**config.mk**
```make
export PLATFORM = sky130hd
export DESIGN_NAME = alu_issue_sequencer
export DESIGN_NICKNAME = d
export VERILOG_FILES = /design/src/rtl/alu_issue_sequencer.sv
export SDC_FILE = /design/constraint.sdc
export NUM_CORES = 2
export LEC_CHECK = 0
export ABC_AREA = 1
export CAP_MARGIN = 25
export CELL_PAD_IN_SITES_DETAIL_PLACEMENT = 1
export CELL_PAD_IN_SITES_GLOBAL_PLACEMENT = 2
export CORE_MARGIN = 1.5
export CORE_UTILIZATION = 34
export CTS_BUF_LIST = sky130_fd_sc_hd__clkbuf_8
export DETAILED_ROUTE_END_ITERATION = 16
export GPL_ROUTABILITY_DRIVEN = 0
export PLACE_DENSITY_LB_ADDON = 0.1
export SETUP_SLACK_MARGIN = 0.05
export SLEW_MARGIN = 20
export SYNTH_ARGS = -nofsm -noshare
export SYNTH_HDL_FRONTEND = slang
export SYNTH_SLANG_ARGS = --single-unit
export TNS_END_PERCENT = 20
```
**constraint.sdc**
```tcl
create_clock -name clk -period 2.6 [get_ports clk]
set_input_delay 0.52 -clock clk [delete_from_list [all_inputs] [get_ports clk]]
set_output_delay 0.52 -clock clk [all_outputs]
set_load 0.02 [all_outputs]
```
**src/rtl/alu_issue_sequencer.sv**
```systemverilog
// Multi-cycle issue front end for a combinational MIPS ALU.
// Accepts one instruction per handshake, reads operands from an internal
// register file, drives the ALU for one cycle and writes the result back.
// Sequence per instruction: IDLE -> DECODE -> EXEC -> WB -> IDLE.
module alu_issue_sequencer #(
  parameter int DATA_W = 32,
  parameter int REG_AW = 5
) (
  input  logic              clk,
  input  logic              rst,
  input  logic              instr_valid,
  output logic              instr_ready,
  input  logic [31:0]       instr_word,
  output logic [DATA_W-1:0] alu_reg1,
  output logic [DATA_W-1:0] alu_reg2,
  output logic [5:0]        alu_funct,
  input  logic [DATA_W-1:0] alu_result,
  output logic              done,
  output logic              illegal,
  output logic [REG_AW-1:0] wb_addr,
  output logic [DATA_W-1:0] wb_data,
  input  logic [REG_AW-1:0] dbg_addr,
  output logic [DATA_W-1:0] dbg_data
);

  localparam int NREG = 1 << REG_AW;
  localparam logic [5:0] FN_ADD  = 6'b100000;
  localparam logic [5:0] FN_ADDU = 6'b100001;
  localparam logic [5:0] FN_AND  = 6'b100100;

  typedef enum logic [1:0] {
    S_IDLE   = 2'd0,
    S_DECODE = 2'd1,
    S_EXEC   = 2'd2,
    S_WB     = 2'd3
  } state_t;

  state_t state, state_nxt;

  logic [31:0]       instr_q;
  logic [DATA_W-1:0] regs [NREG];
  logic              legal_q;
  logic [REG_AW-1:0] dest_q;

  // Instruction fields of the latched word
  logic [5:0]        op, fn;
  logic [REG_AW-1:0] rs, rt, rd;
  logic [15:0]       imm;
  logic [DATA_W-1:0] rs_val, rt_val, imm_sext, imm_zext;

  // Decode results, registered onto the ALU ports at the end of DECODE
  logic              dec_legal;
  logic [5:0]        dec_funct;
  logic [DATA_W-1:0] dec_a, dec_b;
  logic [REG_AW-1:0] dec_dest;

  assign op  = instr_q[31:26];
  assign rs  = instr_q[25:21];
  assign rt  = instr_q[20:16];
  assign rd  = instr_q[15:11];
  assign imm = instr_q[15:0];
  assign fn  = instr_q[5:0];

  assign rs_val   = (rs == '0) ? '0 : regs[rs];
  assign rt_val   = (rt == '0) ? '0 : regs[rt];
  assign imm_sext = {{(DATA_W-16){imm[15]}}, imm};
  assign imm_zext = {{(DATA_W-16){1'b0}}, imm};

  // Debug port reads the array directly, so a write in WB is visible only afterwards
  assign dbg_data = (dbg_addr == '0) ? '0 : regs[dbg_addr];

  // Decode: unsupported encodings issue a harmless addu 0+0
  always_comb begin
    dec_legal = 1'b0;
    dec_funct = FN_ADDU;
    dec_a     = '0;
    dec_b     = '0;
    dec_dest  = '0;
    case (op)
      6'b000000: begin
        if (fn == FN_ADD || fn == FN_ADDU || fn == FN_AND) begin
          dec_legal = 1'b1;
          dec_funct = fn;
          dec_a     = rs_val;
          dec_b     = rt_val;
          dec_dest  = rd;
        end
      end
      6'b001000: begin
        dec_legal = 1'b1;
        dec_funct = FN_ADD;
        dec_a     = rs_val;
        dec_b     = imm_sext;
        dec_dest  = rt;
      end
      6'b001001: begin
        dec_legal = 1'b1;
        dec_funct = FN_ADDU;
        dec_a     = rs_val;
        dec_b     = imm_sext;
        dec_dest  = rt;
      end
      6'b001100: begin
        dec_legal = 1'b1;
        dec_funct = FN_AND;
        dec_a     = rs_val;
        dec_b     = imm_zext;
        dec_dest  = rt;
      end
      default: ;
    endcase
  end

  // Next-state logic and state-derived handshake/retire pulses
  always_comb begin
    state_nxt   = state;
    instr_ready = 1'b0;
    done        = 1'b0;
    illegal     = 1'b0;
    case (state)
      S_IDLE: begin
        instr_ready = 1'b1;
        if (instr_valid) state_nxt = S_DECODE;
      end
      S_DECODE: state_nxt = S_EXEC;
      S_EXEC:   state_nxt = S_WB;
      S_WB: begin
        done      = legal_q;
        illegal   = ~legal_q;
        state_nxt = S_IDLE;
      end
      default: state_nxt = S_IDLE;
    endcase
  end

  // State register
  always_ff @(posedge clk) begin
    if (rst) state <= S_IDLE;
    else     state <= state_nxt;
  end

  // Datapath: latch, issue, capture result (wb_data doubles as the result register), write back
  always_ff @(posedge clk) begin
    if (rst) begin
      instr_q   <= '0;
      alu_reg1  <= '0;
      alu_reg2  <= '0;
      alu_funct <= FN_ADDU;
      legal_q   <= 1'b0;
      dest_q    <= '0;
      wb_addr   <= '0;
      wb_data   <= '0;
      for (int i = 0; i < NREG; i++) regs[i] <= '0;
    end else begin
      // IDLE -> DECODE
      if (state == S_IDLE && instr_valid) instr_q <= instr_word;
      // DECODE -> EXEC
      if (state == S_DECODE) begin
        alu_reg1  <= dec_a;
        alu_reg2  <= dec_b;
        alu_funct <= dec_funct;
        legal_q   <= dec_legal;
        dest_q    <= dec_dest;
      end
      // EXEC -> WB: illegal instructions leave wb_* untouched
      if (state == S_EXEC && legal_q) begin
        wb_addr <= dest_q;
        wb_data <= alu_result;
      end
      // WB -> IDLE
      if (state == S_WB && legal_q && wb_addr != '0) regs[wb_addr] <= wb_data;
    end
  end

endmodule
```
==> key figures <==
Run status
  • Status: finished, violations left
  • Violated checks: setup timing

Floorplanning
  • DIE WIDTH: 462 um
  • FP Rows: around 170
  • Die H: approximately 460 um
  • # IOs: 214
  • Die footprint: 0.213 sq mm
  • Core area: 0.209 sq mm
  • Starting Density: 34.1%

Routing
  • Drt wl/cell: 30.7 um
  • Detail-routed via count per cell: 5.89
  • Antenna-violating nets left: 0
  • Drt pass-1 iters: 5
  • WL final: 397,000 um
  • Via count: 76,300
  • 1st-iter DRT viols: around 7,700
  • DRC errors left: 0

Synthesis
  • Post-synth EDFFs: between 1,000 and 1,500
  • Syn Std Cell Area: 0.0715 sq mm
  • Fraction of registers with async set/reset: 0%
  • Synth top area cells: edfxtp_1 (43%), nand3_1 (10%), nand2_1 (7.9%), o21ai_0 (7.2%), nor2_1 (7.1%)
  • Synth area leader: edfxtp_1
  • Unique masters post-synth: 24
  • Cells after Synth: roughly 9,600
  • Synth top area share: a little over two fifths
  • Seq cells post-synth: 1,181
  • Synthesis Warnings: 0
  • Seq/Total Area, Yosys: 47.4%
  • Top_reg_cell synth: edfxtp_1
  • Syn_area_per_cell: 7.46 sq um

Cells and area
  • Commonest non-fill, non-tap cell in the layout: nand3_1
  • # fillers: 25,300
  • Most frequent cells in the layout: nand3_1 (1,467), nand2_1 (1,399), nor2_1 (1,307)
  • Area grow syn2layout: 23.4%
  • Register Area: 0.0339 sq mm
  • Multi-input gate area: 0.0323 sq mm
  • Final #Nets: around 10,000
  • Layout cells sized above 1: 17.1%

Pwr
  • Tot Pwr: 68.9 mW
  • Maximum VDD drop: ~0.55 mV
  • Static Leak: 33.6 nW
  • P per Cell Area: 781 mW/mm^2

Setup path
  • Register-to-register setup slack: approximately 30 ps
  • Req. time, crit path: 2080 ps
  • Worst Path Max Fanout: 2
  • Critical Path Sink: dbg_data[11]
  • Crit Reg-Reg Endpoint: alu_reg2[4]$_SDFFE_PP0N_
  • Endpoint class of the critical path: primary output
  • CP startpoint: regs[7][11]$_SDFFCE_PN0P_
  • Worst Setup Start Kind: register
  • Reg2Reg Depth: 12
  • Setup CP Type: reg -> out
  • Data arrival, critical path: 2530 ps

Global route
  • GR Overflow Total: 0
  • Largest net degree at the start of global routing: between 100 and 150
  • First-pass GRT wire length: 557,000 um
  • Vias in the first global route: 75,800
  • Total GRT Usage: 36.5%
  • Initial antenna violation count: 10

STA
  • Relative slew slack: 34.1%
  • Post-route minimum period: 3050 ps
  • Fin crit share: 117%
  • Max Transition Viols Final: 0
  • Unrepaired setup endpoints after global routing: true
  • Final Hold Fails: 0
  • Final WS setup: -447 ps
  • Worst clock skew: 44.8 ps
  • Worst Tran Pin Value: 989 ps
  • Max frequency: 0.328 GHz
  • Setup-failing EPs final: 32

Placed design
  • PortBufs: between 200 and 250
  • DP Wirelength: 256,000 um
  • Post-Place Setup Slack: -954 ps

CTS
  • Clock root cell: clkbuf_8
  • CTS Sinks: 1,181
  • Maximum clock insertion buffer count: 3
  • Clk_lat worst skew: ~1000 ps
  • Reg clk slew, reported paths: 70 ps
  • TritonCTS clock tree: built
  • CTS Buf Count: 226
  • H-tree levels: 4

Hold path
  • Hold crit path type: in -> reg

Flow run
  • MaxCap Viol Count: 0
==> state kept, by name, summed over array words and instances (netlist names), 5 cells and up, named ones only <==
signal / cells
wb_addr: 5
alu_reg2: 32
wb_data: 32
dest_q: 5
regs: 1024
alu_funct: 6
instr_q: 32
alu_reg1: 32
==> cells by family after synthesis <==
kind of cell	count (synthesis)	synth area share (%)
AO/OA/AOI/OAI	2169	16.4
buffers and inverters	1743	9.48
flip-flops	1181	47.4
other	1	0.00525
adder cells (fa/ha/maj)	4	0.0700
AND/OR/NAND/NOR	4489	26.6
==> metrics by stage <==
stage          utilization [%]  instance area [sq um]  TNS (ps)  cells  hold WS, ps
2_1_floorplan                -                  71600   -121680   9618          423
3_5_place_dp              39.0                  81600    -19990  12400          431
3_3_place_gp              39.0                  81600    -19380  12400          423
4_1_cts                   41.7                  87300    -13180  12900         42.8
6_report                  42.1                  88200     -9820  13000          163
5_1_grt                   42.1                  88200    -13910  13000          114
==> layout make-up <==
| type | count | area share, % |
|---|---|---|
| Tap cell | 2805 | 3.98 |
| Timing Repair Buffer | 994 | 12.2 |
| Inverter | 851 | 3.72 |
| Antenna cell | 6 | 0.0170 |
| Sequential cell | 1181 | 38.5 |
| Clock inverter | 183 | 1.24 |
| Clock buffer | 243 | 3.79 |
| Multi-Input combinational cell | 6694 | 36.6 |
==> cells in the mapped netlist, types with 2 or more instances <==
cell      count
a211oi_1      5
a21oi_1     781
a22oi_1       5
a31oi_1      11
buf_1        91
buf_2       186
clkbuf_1    615
dfxtp_1     157
edfxtp_1   1024
ha_1          4
inv_1       845
inv_2         5
nand2_1    1502
nand3_1    1497
nor2_1     1360
nor3_1       14
nor4_1        2
o211ai_1    332
o21ai_0    1035
or2_2       112
==> worst min path at each step <==
stage | startpoint | end | slack, ps | cells after the start
finish | instr_word[26] | instr_q[26]$_SDFFE_PP0P_ | 160 | 3
global route | instr_word[26] | instr_q[26]$_SDFFE_PP0P_ | 110 | 3
CTS | instr_word[26] | instr_q[26]$_SDFFE_PP0P_ | 40 | 3
detailed placement | alu_funct[5]$_SDFFE_PP1N_ | alu_funct[5]$_SDFFE_PP1N_ | 430 | 2
global placement | alu_funct[5]$_SDFFE_PP1N_ | alu_funct[5]$_SDFFE_PP1N_ | 420 | 2
floorplan | dest_q[0]$_SDFFE_PP0N_ | dest_q[0]$_SDFFE_PP0N_ | 420 | 2
==> layer usage <==
metal | track usage, % | share of wire [%] | vias to the layer above
met5 | 0 | 0.0038 | -
met4 | 22.4 | 7.1 | 2
met3 | 5.39 | 7.5 | 1029
met2 | 58.6 | 45 | 3576
met1 | 46.2 | 40 | 38500
li1 | - | - | 33200
==> worst max-delay path: stages, from the launching register on <==
cell	delay, ps
edfxtp_1	390
inv_2	70
o21ai_1	60
a21oi_1	150
o21ai_1	90
nand3_1	90
nand2_2	60
a21oi_4	220
nor2_1	70
buf_4	170
buf_6	130
==> where the power goes <==
group / internal, mW / switching (mW)
combinational: 8.70 / 19.0
clock: 9.71 / 9.13
sequential: 21.4 / 0.941
total: 39.8 / 29.0
==> what timing repair did <==
action	4_1_cts	5_1_grt
cloned	1	1
pin swaps	215	263
buffers inserted	64	45
endpoints found under the hold margin	0	0
setup endpoints to repair	162	831
resized for setup	671	417
hold buffers	0	0
Note: power is estimated with default switching activity, not from simulation.
